`src/rtl/uart_pkg.sv`:
```
// Shared UART definitions: one-hot FSM encodings, parity mode codes and
// default oversampling rate, used by both the transmitter and the receiver.
package uart_pkg;

  localparam int N_STATES        = 5;
  localparam int N_TICKS_DEFAULT = 16;
  localparam int NB_DATA_MIN     = 5;

  localparam logic [N_STATES-1:0] ST_IDLE   = 5'b00001;
  localparam logic [N_STATES-1:0] ST_START  = 5'b00010;
  localparam logic [N_STATES-1:0] ST_DATA   = 5'b00100;
  localparam logic [N_STATES-1:0] ST_PARITY = 5'b01000;
  localparam logic [N_STATES-1:0] ST_STOP   = 5'b10000;

  // Code 2'b11 is not listed; both ends treat it as PAR_NONE.
  typedef enum logic [1:0] {
    PAR_NONE = 2'b00,
    PAR_EVEN = 2'b01,
    PAR_ODD  = 2'b10
  } parity_e;

endpackage

```
`src/rtl/uart_parity_gen.sv`:
```
// Masked parity of the low nb_data bits of a word; odd=1 inverts the result.
// Shared by the transmitter (generation) and the receiver (checking).
module uart_parity_gen #(
  parameter int NB_DATA = 8
) (
  input  logic [NB_DATA-1:0] data,
  input  logic [3:0]         nb_data,
  input  logic               odd,
  output logic               parity
);

  always_comb begin
    // NOTE: combinational logic uses blocking assignments, and the output gets a
    // default before the loop so every path assigns it and no latch is inferred.
    parity = odd;
    for (int i = 0; i < NB_DATA; i++) begin
      if (i < int'(nb_data)) parity = parity ^ data[i];
    end
  end

endmodule

```
`src/rtl/uart_tx_cfg.sv`:
```
// Run-time configurable UART transmitter (5..NB_DATA_MAX data bits, N/E/O parity,
// 1 or 2 stop bits). Define UART_TX_BREAK_EN to add the line-break request.
module uart_tx_cfg
  import uart_pkg::*;
#(
  parameter int NB_DATA_MAX     = 8,
  parameter int N_TICKS         = N_TICKS_DEFAULT,
  parameter int NB_TICK_COUNTER = $clog2(N_TICKS),
  parameter int NB_BIT_COUNTER  = $clog2(NB_DATA_MAX)
) (
  input  logic                   i_clock,
  input  logic                   i_reset_n,
  input  logic                   i_tick,
  input  logic [NB_DATA_MAX-1:0] i_data,
  input  logic                   i_valid,
  output logic                   o_ready,
  input  logic [3:0]             i_nb_data,
  input  logic [1:0]             i_parity,
  input  logic                   i_stop2,
  input  logic                   i_break,
  output logic                   o_tx,
  output logic                   o_busy,
  output logic                   o_done
);

  logic [N_STATES-1:0]        state;
  logic [NB_TICK_COUNTER-1:0] tick_cnt;
  logic [NB_BIT_COUNTER-1:0]  bit_cnt;
  logic [NB_BIT_COUNTER-1:0]  last_bit;
  logic [NB_DATA_MAX-1:0]     shift_reg;
  logic                       par_en;
  logic                       par_bit;
  logic                       stop2;
  logic                       tx_q;

  logic [3:0] nb_clamped;
  logic [3:0] nb_last;
  logic       par_calc;
  logic       break_req;
  logic       idle;
  logic       transfer;
  logic       tick_end;
  logic       stop_end;

  assign nb_clamped = (i_nb_data < 4'(NB_DATA_MIN) || i_nb_data > 4'(NB_DATA_MAX))
                      ? 4'(NB_DATA_MAX) : i_nb_data;
  assign nb_last    = nb_clamped - 4'd1;

  // Parity is resolved at accept time from the live inputs, so the shift
  // register is free to consume the word during the data phase.
  uart_parity_gen #(
    .NB_DATA (NB_DATA_MAX)
  ) u_parity (
    .data    (i_data),
    .nb_data (nb_clamped),
    .odd     (i_parity == PAR_ODD),
    .parity  (par_calc)
  );

`ifdef UART_TX_BREAK_EN
  assign break_req = i_break;
`else
  logic unused_break;
  assign unused_break = i_break;
  assign break_req    = 1'b0;
`endif

  assign idle     = (state == ST_IDLE);
  assign o_ready  = idle && !break_req;
  assign transfer = i_valid && o_ready;
  assign tick_end = i_tick && (tick_cnt == NB_TICK_COUNTER'(N_TICKS - 1));
  // The second stop bit reuses the bit counter as a stop-bit index.
  assign stop_end = (state == ST_STOP) && tick_end && (!stop2 || bit_cnt != '0);

  assign o_busy = !idle;
  assign o_done = stop_end;
  assign o_tx   = tx_q;

  // o_tx is loaded with the level of the state being entered, so the line
  // changes on the same edge as the state register.
  always_ff @(posedge i_clock) begin
    // NOTE: sequential state uses non-blocking assignments; later assignments in
    // this block intentionally override the generic tick-counter update.
    if (!i_reset_n) begin
      state     <= ST_IDLE;
      tick_cnt  <= '0;
      bit_cnt   <= '0;
      last_bit  <= '0;
      shift_reg <= '0;
      par_en    <= 1'b0;
      par_bit   <= 1'b0;
      stop2     <= 1'b0;
      tx_q      <= 1'b1;
    end else begin
      if (!idle && i_tick) begin
        tick_cnt <= tick_end ? '0 : tick_cnt + 1'b1;
      end

      case (state)
        ST_IDLE: begin
          tx_q <= !break_req;
          if (transfer) begin
            state     <= ST_START;
            tick_cnt  <= '0;
            bit_cnt   <= '0;
            shift_reg <= i_data;
            last_bit  <= nb_last[NB_BIT_COUNTER-1:0];
            par_en    <= (i_parity == PAR_EVEN) || (i_parity == PAR_ODD);
            par_bit   <= par_calc;
            stop2     <= i_stop2;
            tx_q      <= 1'b0;
          end
        end

        ST_START: begin
          if (tick_end) begin
            state   <= ST_DATA;
            bit_cnt <= '0;
            tx_q    <= shift_reg[0];
          end
        end

        ST_DATA: begin
          if (tick_end) begin
            if (bit_cnt == last_bit) begin
              bit_cnt <= '0;
              if (par_en) begin
                state <= ST_PARITY;
                tx_q  <= par_bit;
              end else begin
                state <= ST_STOP;
                tx_q  <= 1'b1;
              end
            end else begin
              bit_cnt   <= bit_cnt + 1'b1;
              shift_reg <= shift_reg >> 1;
              tx_q      <= shift_reg[1];
            end
          end
        end

        ST_PARITY: begin
          if (tick_end) begin
            state   <= ST_STOP;
            bit_cnt <= '0;
            tx_q    <= 1'b1;
          end
        end

        ST_STOP: begin
          tx_q <= 1'b1;
          if (stop_end) begin
            state   <= ST_IDLE;
            bit_cnt <= '0;
          end else if (tick_end) begin
            bit_cnt <= NB_BIT_COUNTER'(1);
          end
        end

        default: begin
          state    <= ST_IDLE;
          tick_cnt <= '0;
          bit_cnt  <= '0;
          tx_q     <= 1'b1;
        end
      endcase
    end
  end

endmodule

```
`config.mk`:
```
export PLATFORM = sky130hd
export DESIGN_NAME = uart_tx_cfg
export DESIGN_NICKNAME = d
export VERILOG_FILES = /design/src/rtl/uart_pkg.sv /design/src/rtl/uart_parity_gen.sv /design/src/rtl/uart_tx_cfg.sv
export SDC_FILE = /design/constraint.sdc
export NUM_CORES = 1
export LEC_CHECK = 0
export CAP_MARGIN = 20
export CORE_UTILIZATION = 41
export CTS_CLUSTER_DIAMETER = 100
export CTS_CLUSTER_SIZE = 40
export DETAILED_ROUTE_END_ITERATION = 12
export SETUP_SLACK_MARGIN = 0.5
export SLEW_MARGIN = 20
export SYNTH_ARGS = -nofsm -noshare
export SYNTH_HDL_FRONTEND = slang
export SYNTH_HIERARCHICAL = 1
export SYNTH_SLANG_ARGS = --single-unit
```
`constraint.sdc`:
```
create_clock -name i_clock -period 2.18 [get_ports i_clock]
set_input_delay 0.436 -clock i_clock [delete_from_list [all_inputs] [get_ports i_clock]]
set_output_delay 0.436 -clock i_clock [all_outputs]
set_load 0.05 [all_outputs]
```
Word level (Yosys, flattened, before mapping)

Cells that the tools add are included.

Register bits: 27
ROM bits: 0
Memories: 0
Bits in writable memories: 0
Bits in latches: 0
Output and inout bits: 4
Logic and storage cells: 106
Input bits: 20

Shifts and indexed selects: 0
Multipliers: 0
Order comparisons: 10
Add/subtract/negate cells: 3
Equal/unequal tests: 18
Multiplexer cells: 39
Div/mod/pow operators: 0
Reduce and logical (&&, ||, !) cells: 19
Bitwise logic cells: 8

Operators by type and width:

| operator              | count |
|---|---|
| $mux W5               | 7 |
| $pmux W5 S5           | 1 |
| $mux W8               | 3 |
| $mux W3               | 6 |
| $lt A3 B4 Y1 const A  | 4 |
| $mux W4               | 4 |
| $pmux W8 S2           | 1 |
| $mux W1               | 14 |
| $ne A2 B2 Y1 const B  | 6 |
| $pmux W3 S4           | 1 |
| $lt A1 B4 Y1 const A  | 2 |
| $lt A2 B4 Y1 const A  | 2 |
| $pmux W4 S2           | 1 |
| $reduce_and A4 Y1     | 2 |
| $xor A1 B1 Y1         | 8 |
| $reduce_and A6 Y1     | 1 |
| $eq A5 B1 Y1 const B  | 1 |
| $eq A5 B2 Y1 const B  | 1 |
| $eq A5 B3 Y1 const B  | 1 |
| $eq A5 B4 Y1 const B  | 1 |
| $eq A5 B5 Y1 const B  | 1 |
| $logic_and A1 B1 Y1   | 5 |
| $add A4 B1 Y4 const B | 1 |
| $eq A4 B4 Y1 const B  | 1 |
| 18 further kinds      | 22 |

Logic depth before layout (Yosys ltp)

Gate-level depths: netlist (run 1).

Depth in word-level cells: 19
Depth in mapped cells: 10
Mapped depth without buffers: 10

Modules after synthesis

The synthesis (run 1) kept the hierarchy.

Modules (own cells, without submodules):

| module          | area an instance (um2) | cells each | sequential area each (um2) | times used |
|---|---|---|---|---|
| uart_tx_cfg     | 1574.0                 | 189        | 540.5                      | 1 |
| uart_parity_gen | 182.7                  | 25         | 0.0                        | 1 |

Worst setup path before layout (run 1)

No wires, ideal clock.

Path kind: register to output
From: reg state[2]
To: out o_done
Slack: -0.393 ns
Required time: 1.744 ns
Arrival: 2.137 ns
Cell stages (with the launch flop): 5
Buffers on the path: 1
Cell sequence: dfxtp_1 > clkbuf_1 > nor4_1 > nand2_1 > nor3_1

Cells in the longest elaborated chain, start to end: 3

Ends and longest elaborated chain:

| item                             | RTL line           | source |
|---|---|---|
| start: declaration               | uart_tx_cfg.sv:26  | `logic [N_STATES-1:0] state;` |
| start signal: assignment         | uart_tx_cfg.sv:85  | `state <= ST_IDLE;` |
| start signal: assignment         | uart_tx_cfg.sv:103 | `state <= ST_START;` |
| start signal: assignment         | uart_tx_cfg.sv:117 | `state <= ST_DATA;` |
| $eq A5 B5 Y1                     | uart_tx_cfg.sv:73  | `assign stop_end = (state == ST_STOP) && tick_end && (!stop2 \|\| bit_cnt != '0);` |
| $logic_and A1 B1 Y1 (2 in a row) | uart_tx_cfg.sv:73  |  |
| end: declaration                 | uart_tx_cfg.sv:23  | `output logic o_done` |

Every way passes these cells.

Worst setup path in the final report (run 1)

From: reg state[1]
To: out o_ready

Cells in the longest elaborated chain, start to end: 1

Ends and longest elaborated chain:

| item             | RTL line          | source |
|---|---|---|
| $eq A5 B1 Y1     | uart_tx_cfg.sv:68 | `assign idle = (state == ST_IDLE);` |
| end: declaration | uart_tx_cfg.sv:16 | `output logic o_ready,` |

Every way passes these cells.

==> results of run 1 <==
## power by group
group | leakage (uW) | total [uW] | internal [uW] | switching [uW]
clock network | 0.0000255 | 293 | 128 | 164
logic | 0.000986 | 688 | 346 | 342
registers | 0.000227 | 579 | 535 | 44.3
## through the flow
| stage | power, uW | hold slack [ns] | std cells |
|---|---|---|---|
| after CTS | 1470 | 0.466 | 333 |
| after global placement | 1050 | 0.444 | 304 |
| final | 1560 | 0.468 | 343 |
| after detailed placement | 1060 | 0.451 | 304 |
| after floorplan | 888 | 0.432 | 214 |
| after global routing | 1640 | 0.504 | 343 |
## kinds of logic after synthesis
family / count (synthesis) / share of synthesized area (%)
and+or+nand+nor: 79 / 23.9
AOI/OAI and AO/OA: 59 / 24.3
DFF: 27 / 30.8
buffers and inverters: 22 / 5.84
xor gates and xnor gates: 12 / 5.98
muxes: 10 / 5.70
adders and majority gates: 5 / 3.56
## layer usage
metal / vias to the layer above / global-route usage, %
met5: - / 0
met2: 69 / 50.7
met3: 17 / 3.38
met1: 954 / 28.5
met4: 0 / 8.78
li1: 952 / -
## Yosys cell counts, types with 2 or more instances
| cell type | n | area share (%) |
|---|---|---|
| ha_1 | 5 | 3.6 |
| o21ai_0 | 10 | 2.8 |
| nor2_1 | 21 | 4.5 |
| or3b_2 | 2 | 1.0 |
| a211oi_2 | 2 | 1.4 |
| mux2i_1 | 10 | 5.7 |
| nand2_1 | 13 | 2.8 |
| nand4_1 | 5 | 1.8 |
| nor3_1 | 8 | 2.3 |
| nor3b_1 | 4 | 1.7 |
| xnor2_1 | 5 | 2.5 |
| inv_1 | 10 | 2.1 |
| a211oi_1 | 11 | 4.7 |
| nor2b_1 | 3 | 1.1 |
| a21oi_1 | 13 | 3.7 |
| buf_6 | 2 | 1.3 |
| o31ai_1 | 3 | 1.3 |
| or3_1 | 3 | 1.1 |
| o211ai_1 | 7 | 3.0 |
| nand2b_1 | 2 | 0.71 |
| nand3_1 | 7 | 2.0 |
| nor4_1 | 4 | 1.4 |
| dfxtp_1 | 27 | 31 |
| xor2_1 | 7 | 3.5 |
| clkbuf_1 | 5 | 1.1 |
## critical path, cell delays in order, from the launching register on
cell,delay [ns]
dfxtp_4,0.38
or3b_4,0.42
nor3_4,0.28
buf_6,0.17
buf_12,0.13
## path summary, 6_finish.rpt
check	depth (start not counted)	slack [ns]	endpoint
max	4	0.09	o_ready
min	2	0.47	par_bit
max reg2reg	8	0.12	shift_reg[3]
min reg2reg	2	0.47	par_bit
## timing repair
| item | 4_1_cts | 5_1_grt |
|---|---|---|
| endpoints found under the setup margin | 30 | 26 |
| pin swaps | 28 | 35 |
| setup buffers | 24 | 10 |
| endpoints found under the hold margin | 0 | 0 |
| cloned | 1 | 0 |
| resized for setup | 74 | 40 |
## layout make-up
| cell class | count | area (sq um) |
|---|---|---|
| timing repair buffer | 85 | 786 |
| fill | 307 | 1110 |
| sequential | 27 | 564 |
| tap | 50 | 62.6 |
| clock inverter | 1 | 5.00 |
| inverter | 12 | 52.6 |
| multi-input combinational | 165 | 1440 |
| clock buffer | 3 | 41.3 |
==> impl_metrics.tcl, run 1 <==
set metrics [dict create \
    outcome "finished clean" \
    cts_max_level 1 \
    cts_buffer_depth 2 \
    synthArstFlopShare_pct 0 \
    startpoint_type "flip-flop" \
    finalSetupViolations 0 \
    syn_area_per_cell_sq_um 8.21 \
    synth_area_sq_um 1760 \
    antenna_found_initial 0 \
    hpwlAfterDp_mm 3.51 \
    path_max_fanout 6 \
    synth_edf_count 0 \
    drv_slew 0 \
    vdd_ir_drop_max_mv 0.265 \
    firstDrtPassIters 4 \
    finalCriticalPeriod_ns 2.09 \
    path_class "flip-flop to primary output" \
    worstMarginPinSlew_ns 0.547 \
    drv_cap 0 \
    r2r-start "state[1]" \
    synth_cells 214 \
    ys_warn_count 6 \
    rsz0062_at_grt "true" \
    hold_class "flip-flop to flip-flop" \
    wl_mm 5.86 \
    ios 24 \
    power_density_nw_per_um2 529 \
    drt_iter0_markers 138 \
    grt_pass1_wl_mm 8.78 \
    synth_nets 239 \
    route.detailed.drc 0 \
    vias_per_cell 5.81 \
    dr_total_vias 1992 \
    insertion_delay_ns 0.28 \
    finalSetupTns_ns 0 \
    crit_required_ns 1.74 \
    dieArea_sq_um 4550 \
    die_h_microns 67.5 \
    wl_met3_microns 233 \
    portBuffers 22 \
    yosysUniqueCellTypes 50 \
    start_util_pct 43.3 \
    hold_buffers 0 \
    clockRootBuffer "clkbuf_8" \
    grt-ovfl-total 0 \
    layout.nets 319 \
    place_congestion 0.916 \
    skew_ns 0.00636 \
    min-delay-start "par_bit" \
    layout_common_cells "buf_4, dfxtp_1, nor2_1, buf_6" \
    grt_start_max_net_pins 16 \
    drtAntennaViolNets 0 \
    maxSlewHeadroom_pct 63.4 \
    synth_seq_cells 27 \
    dieWidth_microns 67.5 \
    final_layout_size_suffix_gt1_share_pct 50.2 \
    fmax_mhz 478 \
    grt_pass1_vias 1884 \
    final_common_cell "buf_4" \
    cts_buffers 3 \
    fin_area_sq_um 2950 \
    clk_pin_slew_worst_paths_ns 0.10 \
    worstPathArrival_ns 1.66 \
    cp-end-kind "primary output" \
    dpl_worst_slack_ns -0.260 \
    synth_seq_area_share_pct 30.8 \
    wl_met2_mm 3.21 \
    grt_usage_pct 26.1 \
    fin_util_pct 72.7 \
    placed_cell_area_sq_um 2270 \
    timing.final.ws_setup_ns 0.0890 \
    finalHoldViolations 0 \
    synth_ff_type "dfxtp_1" \
    largest_reg_flops 8 \
    cts_num_sinks 27 \
    cts_tree "built" \
    top_layer_used "met4" \
    p_leak_uw 0.00124 \
    post-route-period-util_pct 95.9 \
    fp.coreArea_sq_um 4060 \
    startpoint "state[1]" \
    wl_per_cell_microns 17.1 \
    fp-row-count 23 \
    m1WireLength_mm 2.26 \
    antenna_cells 0 \
    syn2layout_area_growth_pct 67.9 \
]
Power figures use the tool's default switching activity.
==> run 2, diff against run 1 <==
Settings changed: CORE_MARGIN from default to 3, CTS_CLUSTER_SIZE 40 to 8, HOLD_SLACK_MARGIN from default to 0.08.
==> impl_metrics.tcl, run 2 (synthesis gave the netlist of run 1 again) <==
set metrics [dict create \
    outcome "finished clean" \
    finalSetupTns_ns 0 \
    antenna_found_initial 0 \
    fin_area_sq_um 3110 \
    rsz0062_at_grt "true" \
    maxSlewHeadroom_pct 64.2 \
    post-route-period-util_pct 92.8 \
    path_class "flip-flop to flip-flop" \
    insertion_delay_ns 0.27 \
    crit_required_ns 2.37 \
    grt-ovfl-total 0 \
    final_common_cell "buf_4" \
    antenna_cells 0 \
    hold_depth 2 \
    cts_tree "built" \
    min-delay-start "stop2" \
    reg2reg_to "shift_reg[2]" \
    reg2reg_slack_ns 0.16 \
    drv_slew 0 \
    timing.final.ws_setup_ns 0.157 \
    cts_buffer_depth 2 \
    firstDrtPassIters 4 \
    fp-row-count 23 \
    finalSetupViolations 0 \
    syn2layout_area_growth_pct 76.9 \
    clockRootBuffer "clkbuf_8" \
    fin_util_pct 76.6 \
    grt_usage_pct 20.6 \
    drv_cap 0 \
    vias_per_cell 5.78 \
    ios 24 \
    worstPathArrival_ns 2.22 \
    hold_class "flip-flop to flip-flop" \
    startpoint_type "flip-flop" \
    fmax_mhz 494 \
    dieWidth_microns 71.5 \
    layout.nets 328 \
    dr_total_vias 2034 \
    drtAntennaViolNets 0 \
    hold_end "stop2" \
    place_congestion 0.893 \
    cts_num_sinks 27 \
    r2r-start "state[0]" \
    placed_cell_area_sq_um 2290 \
    startpoint "state[0]" \
    hpwlAfterDp_mm 3.48 \
    path_max_fanout 7 \
    whs_ns 0.474 \
    wl_mm 6.17 \
    wl_per_cell_microns 17.5 \
    vdd_ir_drop_max_mv 0.275 \
    worstMarginPinSlew_ns 0.535 \
    reg2reg_depth 8 \
    start_util_pct 43.3 \
    route.detailed.drc 0 \
    drt_iter0_markers 121 \
    portBuffers 22 \
    grt_pass1_wl_mm 8.55 \
    clk_pin_slew_worst_paths_ns 0.09 \
    finalHoldViolations 0 \
    cts_max_level 1 \
    fp.coreArea_sq_um 4060 \
    grt_pass1_vias 1886 \
    skew_ns 0.00303 \
    dpl_worst_slack_ns -0.237 \
    grt_start_max_net_pins 15 \
    cts_buffers 3 \
    power_density_nw_per_um2 523 \
    final_layout_size_suffix_gt1_share_pct 51.3 \
    finalCriticalPeriod_ns 2.02 \
    p_leak_uw 0.00129 \
    dieArea_sq_um 5110 \
    layout_common_cells "buf_4, dfxtp_1, buf_6" \
    largest_reg_flops 8 \
    die_h_microns 71.5 \
    cp-end-kind "flip-flop" \
]
-- run 2: area by class of cell --
class | count | area [sq um]
multi-input cells | 165 | 1480
repair buffers | 94 | 911
inverters | 12 | 51.3
clock buffers | 4 | 45.0
well taps | 50 | 62.6
flip-flops and latches | 27 | 559
fillers | 265 | 951
-- run 2: per-layer routing --
metal / GRT usage [%] / up-vias / routed length (microns)
met5: 0 / - / 0
met4: 7.72 / 0 / 173
met3: 2.66 / 15 / 267
met2: 36.4 / 69 / 3230
met1: 25.2 / 983 / 2490
li1: - / 967 / -
-- run 2: how the worst max path moves through the flow --
| stage | cells past startpoint | end | slack (ns) |
|---|---|---|---|
| 6_report | 8 | shift_reg[2] | 0.16 |
| 5_1_grt | 8 | shift_reg[2] | 0.11 |
| 4_1_cts | 5 | o_done | 0.17 |
| 3_5_place_dp | 11 | par_bit | -0.24 |
| 3_3_place_gp | 8 | state[3] | -0.20 |
| 2_1_floorplan | 7 | bit_cnt[0] | -0.05 |
-- run 2: metrics by stage --
stage | cells | total power [uW]
floorplan | 214 | 888
global placement | 306 | 1050
detailed placement | 306 | 1060
CTS | 335 | 1470
global route | 352 | 1700
finish | 352 | 1630
-- run 2: worst max-delay path, stage by stage, from the launching register on --
cell and delay, ns:
dfxtp_4 0.37, buf_6 0.11, or2_4 0.23, or3_4 0.36
o41ai_4 0.29, buf_4 0.20, buf_12 0.14, nor2_4 0.04
a211oi_2 0.20
-- run 2: timing repair --
| item | in CTS | in global routing |
|---|---|---|
| cloned | 1 | 1 |
| hold buffers | 0 | 0 |
| gates resized for setup | 74 | 49 |
| pin swaps | 33 | 36 |
| buffers inserted | 24 | 16 |
| endpoints found under the setup margin | 29 | 25 |
-- run 2: power by group --
group / total (uW) / internal (uW) / switching [uW]
clock network: 289 / 131 / 158
logic: 754 / 384 / 371
registers: 583 / 536 / 47.0
==> patch (flow settings as in run 2) <==
Set the package constant `N_TICKS_DEFAULT` to 32 (it was 16).
--- a/src/rtl/uart_pkg.sv
+++ b/src/rtl/uart_pkg.sv
@@ -3,7 +3,7 @@
 package uart_pkg;
 
   localparam int N_STATES        = 5;
-  localparam int N_TICKS_DEFAULT = 16;
+  localparam int N_TICKS_DEFAULT = 32;
   localparam int NB_DATA_MIN     = 5;
 
   localparam logic [N_STATES-1:0] ST_IDLE   = 5'b00001;
Behaviour: same outputs for any inputs over 10 cycles, from zero or initial values and one cycle with i_reset_n low; that may be too few to reach the edited logic, so the function may still have changed.
==> patch against run 2 <==
  * Final cell count shrank 9.1%
  * Clock power grew 11%
  * Cell area shrank 14%
  * Total power shrank 13%
  * Area after synthesis grew 9.8%
  * Die area grew 9.0%
  * Sequential cell count grew 1
  * Wire length shrank 26%
  * Setup slack gained 0.043 ns
  * Maximum frequency grew 2.2%
  * Largest power group is now registers
==> patch: results (changes against run 2) <==
[run_status]
outcome = completed  ; unchanged

[yosys]
synth_common_cells = dfxtp_1, nand2_1, nand3_1  ; was dfxtp_1, nor2_1, a21oi_1, nand2_1, a211oi_1
synthAdderAreaFrac = 0.03891  ; was 0.03561
yosysSeqAreaShare = 0.2905  ; was 0.3077
synth.area.mux_share = 0.04280  ; was 0.05698
synth_cell_types = 58  ; was 50
syn-instance-count = 221  ; was 214
synth-compound-area-share = 0.2283  ; was 0.2429
synthXorXnorAreaFrac = 0.05901  ; was 0.05983
synth_area_leaders = dfxtp_1, o211a_1, nand3_1  ; was dfxtp_1, mux2i_1, a211oi_1
synthArstFlopShare = 0  ; unchanged
synth_nets = 247  ; was 239

[global_route]
grt_max_degree = 16  ; was 15
met1_usage = 0.2229  ; was 0.2522
first_global_vias = 1685  ; was 1886
grt_use_met3 = 0.02432  ; was 0.02665
use_met2 = 0.3083  ; was 0.3643
track_usage = 0.1754  ; was 0.2056

[power]
leakagePower_uw = 0.001135  ; was 0.001294 µW
peakVddDrop_mv = 0.2432  ; was 0.2751 mV
switchingPower_uw = 453.9  ; was 575.8 µW

[route]
wl_met2_mm = 2.278  ; was 3.234 mm
dr_wl_met3_um = 180  ; was 267 µm
drtIter0Drc = 58  ; was 121
vias_per_cell = 5.597  ; was 5.778
wl_met1_mm = 2.000  ; was 2.494 mm

[worst_setup_path]
r2r_start = tick_cnt[0]  ; was state[0]
cpMaxStageDelayCell = dfxtp_2  ; was dfxtp_4
reg2reg_to = state[3]  ; was shift_reg[2]
r2r_cells = 10  ; was 8
cp-start-kind = flop  ; unchanged
cp_max_fo = 3  ; was 7
ff2ff_setup_slack_ns = 0.23  ; was 0.16 ns

[layout]
fillCellCount = 398  ; was 265
drive_gt1_frac = 0.3619  ; was 0.5132
layout.cells.non_filler = 320  ; was 352

[sta]
holdWs_ns = 0.4642  ; was 0.4742 ns
skew_ns = 0.006656  ; was 0.003033 ns
worstMarginPinSlew_ns = 0.4845  ; was 0.5348 ns

[min_path]
hp-start = shift_reg[7]  ; was stop2
holdPathEnd = shift_reg[7]  ; was stop2

[place]
routabilityCongestion = 0.7827  ; was 0.8929
place_inst = 296  ; was 306

==> patch: metrics by stage <==
step           setup TNS [ns]  worst slack, ns  area (µm²)
4_1_cts                     0           0.1956        2634
3_5_place_dp          -0.1913          -0.1913        2352
3_3_place_gp          -0.1299          -0.1299        2352
2_1_floorplan               0           0.3694        2023
6_report                    0           0.1999        2679
5_1_grt                     0           0.1240        2679
==> patch: cells by family (layout without fill, tap and decap cells) <==
logic type / Yosys count / after routing
xor+xnor: 13 / 13
flops: 28 / 28
fa+ha+maj: 6 / 6
buf+inv: 22 / 69
compound gates: 54 / 54
mux: 8 / 8
simple gates: 90 / 90
==> patch: layout make-up <==
cell class / count / share of cell area
Multi-Input combinational cell: 171 / 0.5236
Sequential cell: 28 / 0.2163
Timing Repair Buffer: 56 / 0.1999
Tap cell: 52 / 0.02429
Clock buffer: 4 / 0.02055
Inverter: 9 / 0.01541
==> patch: worst max-delay path by stage <==
stage,to,cells past startpoint
finish,o_done,7
detailed placement,par_bit,11
global placement,par_bit,10
CTS,o_done,7
floorplan,shift_reg[4],9
global route,o_done,7
==> patch: timing repair <==
| action | in CTS | in global routing |
|---|---|---|
| hold endpoints to repair | 0 | 0 |
| endpoints found under the setup margin | 30 | 26 |
| resized for setup | 41 | 15 |
| pin swaps | 19 | 22 |
| setup buffers | 19 | 1 |
==> patch: power by group through the flow <==
stage / sequential [µW] / clock, µW / combinational [µW]
2_1_floorplan: 596 / 0 / 310
3_3_place_gp: 609 / 0 / 441
3_5_place_dp: 609 / 0 / 445
4_1_cts: 597 / 334 / 484
5_1_grt: 604 / 353 / 535
6_report: 596 / 320 / 493
==> patch: worst max-delay path: cells and delay by family, from the launching register on <==
family                     cells  cell delay, ns
and+or+nand+nor                4            0.52
buffers and inverters          1            0.14
DFF                            1            0.37
adders and majority gates      2            0.25
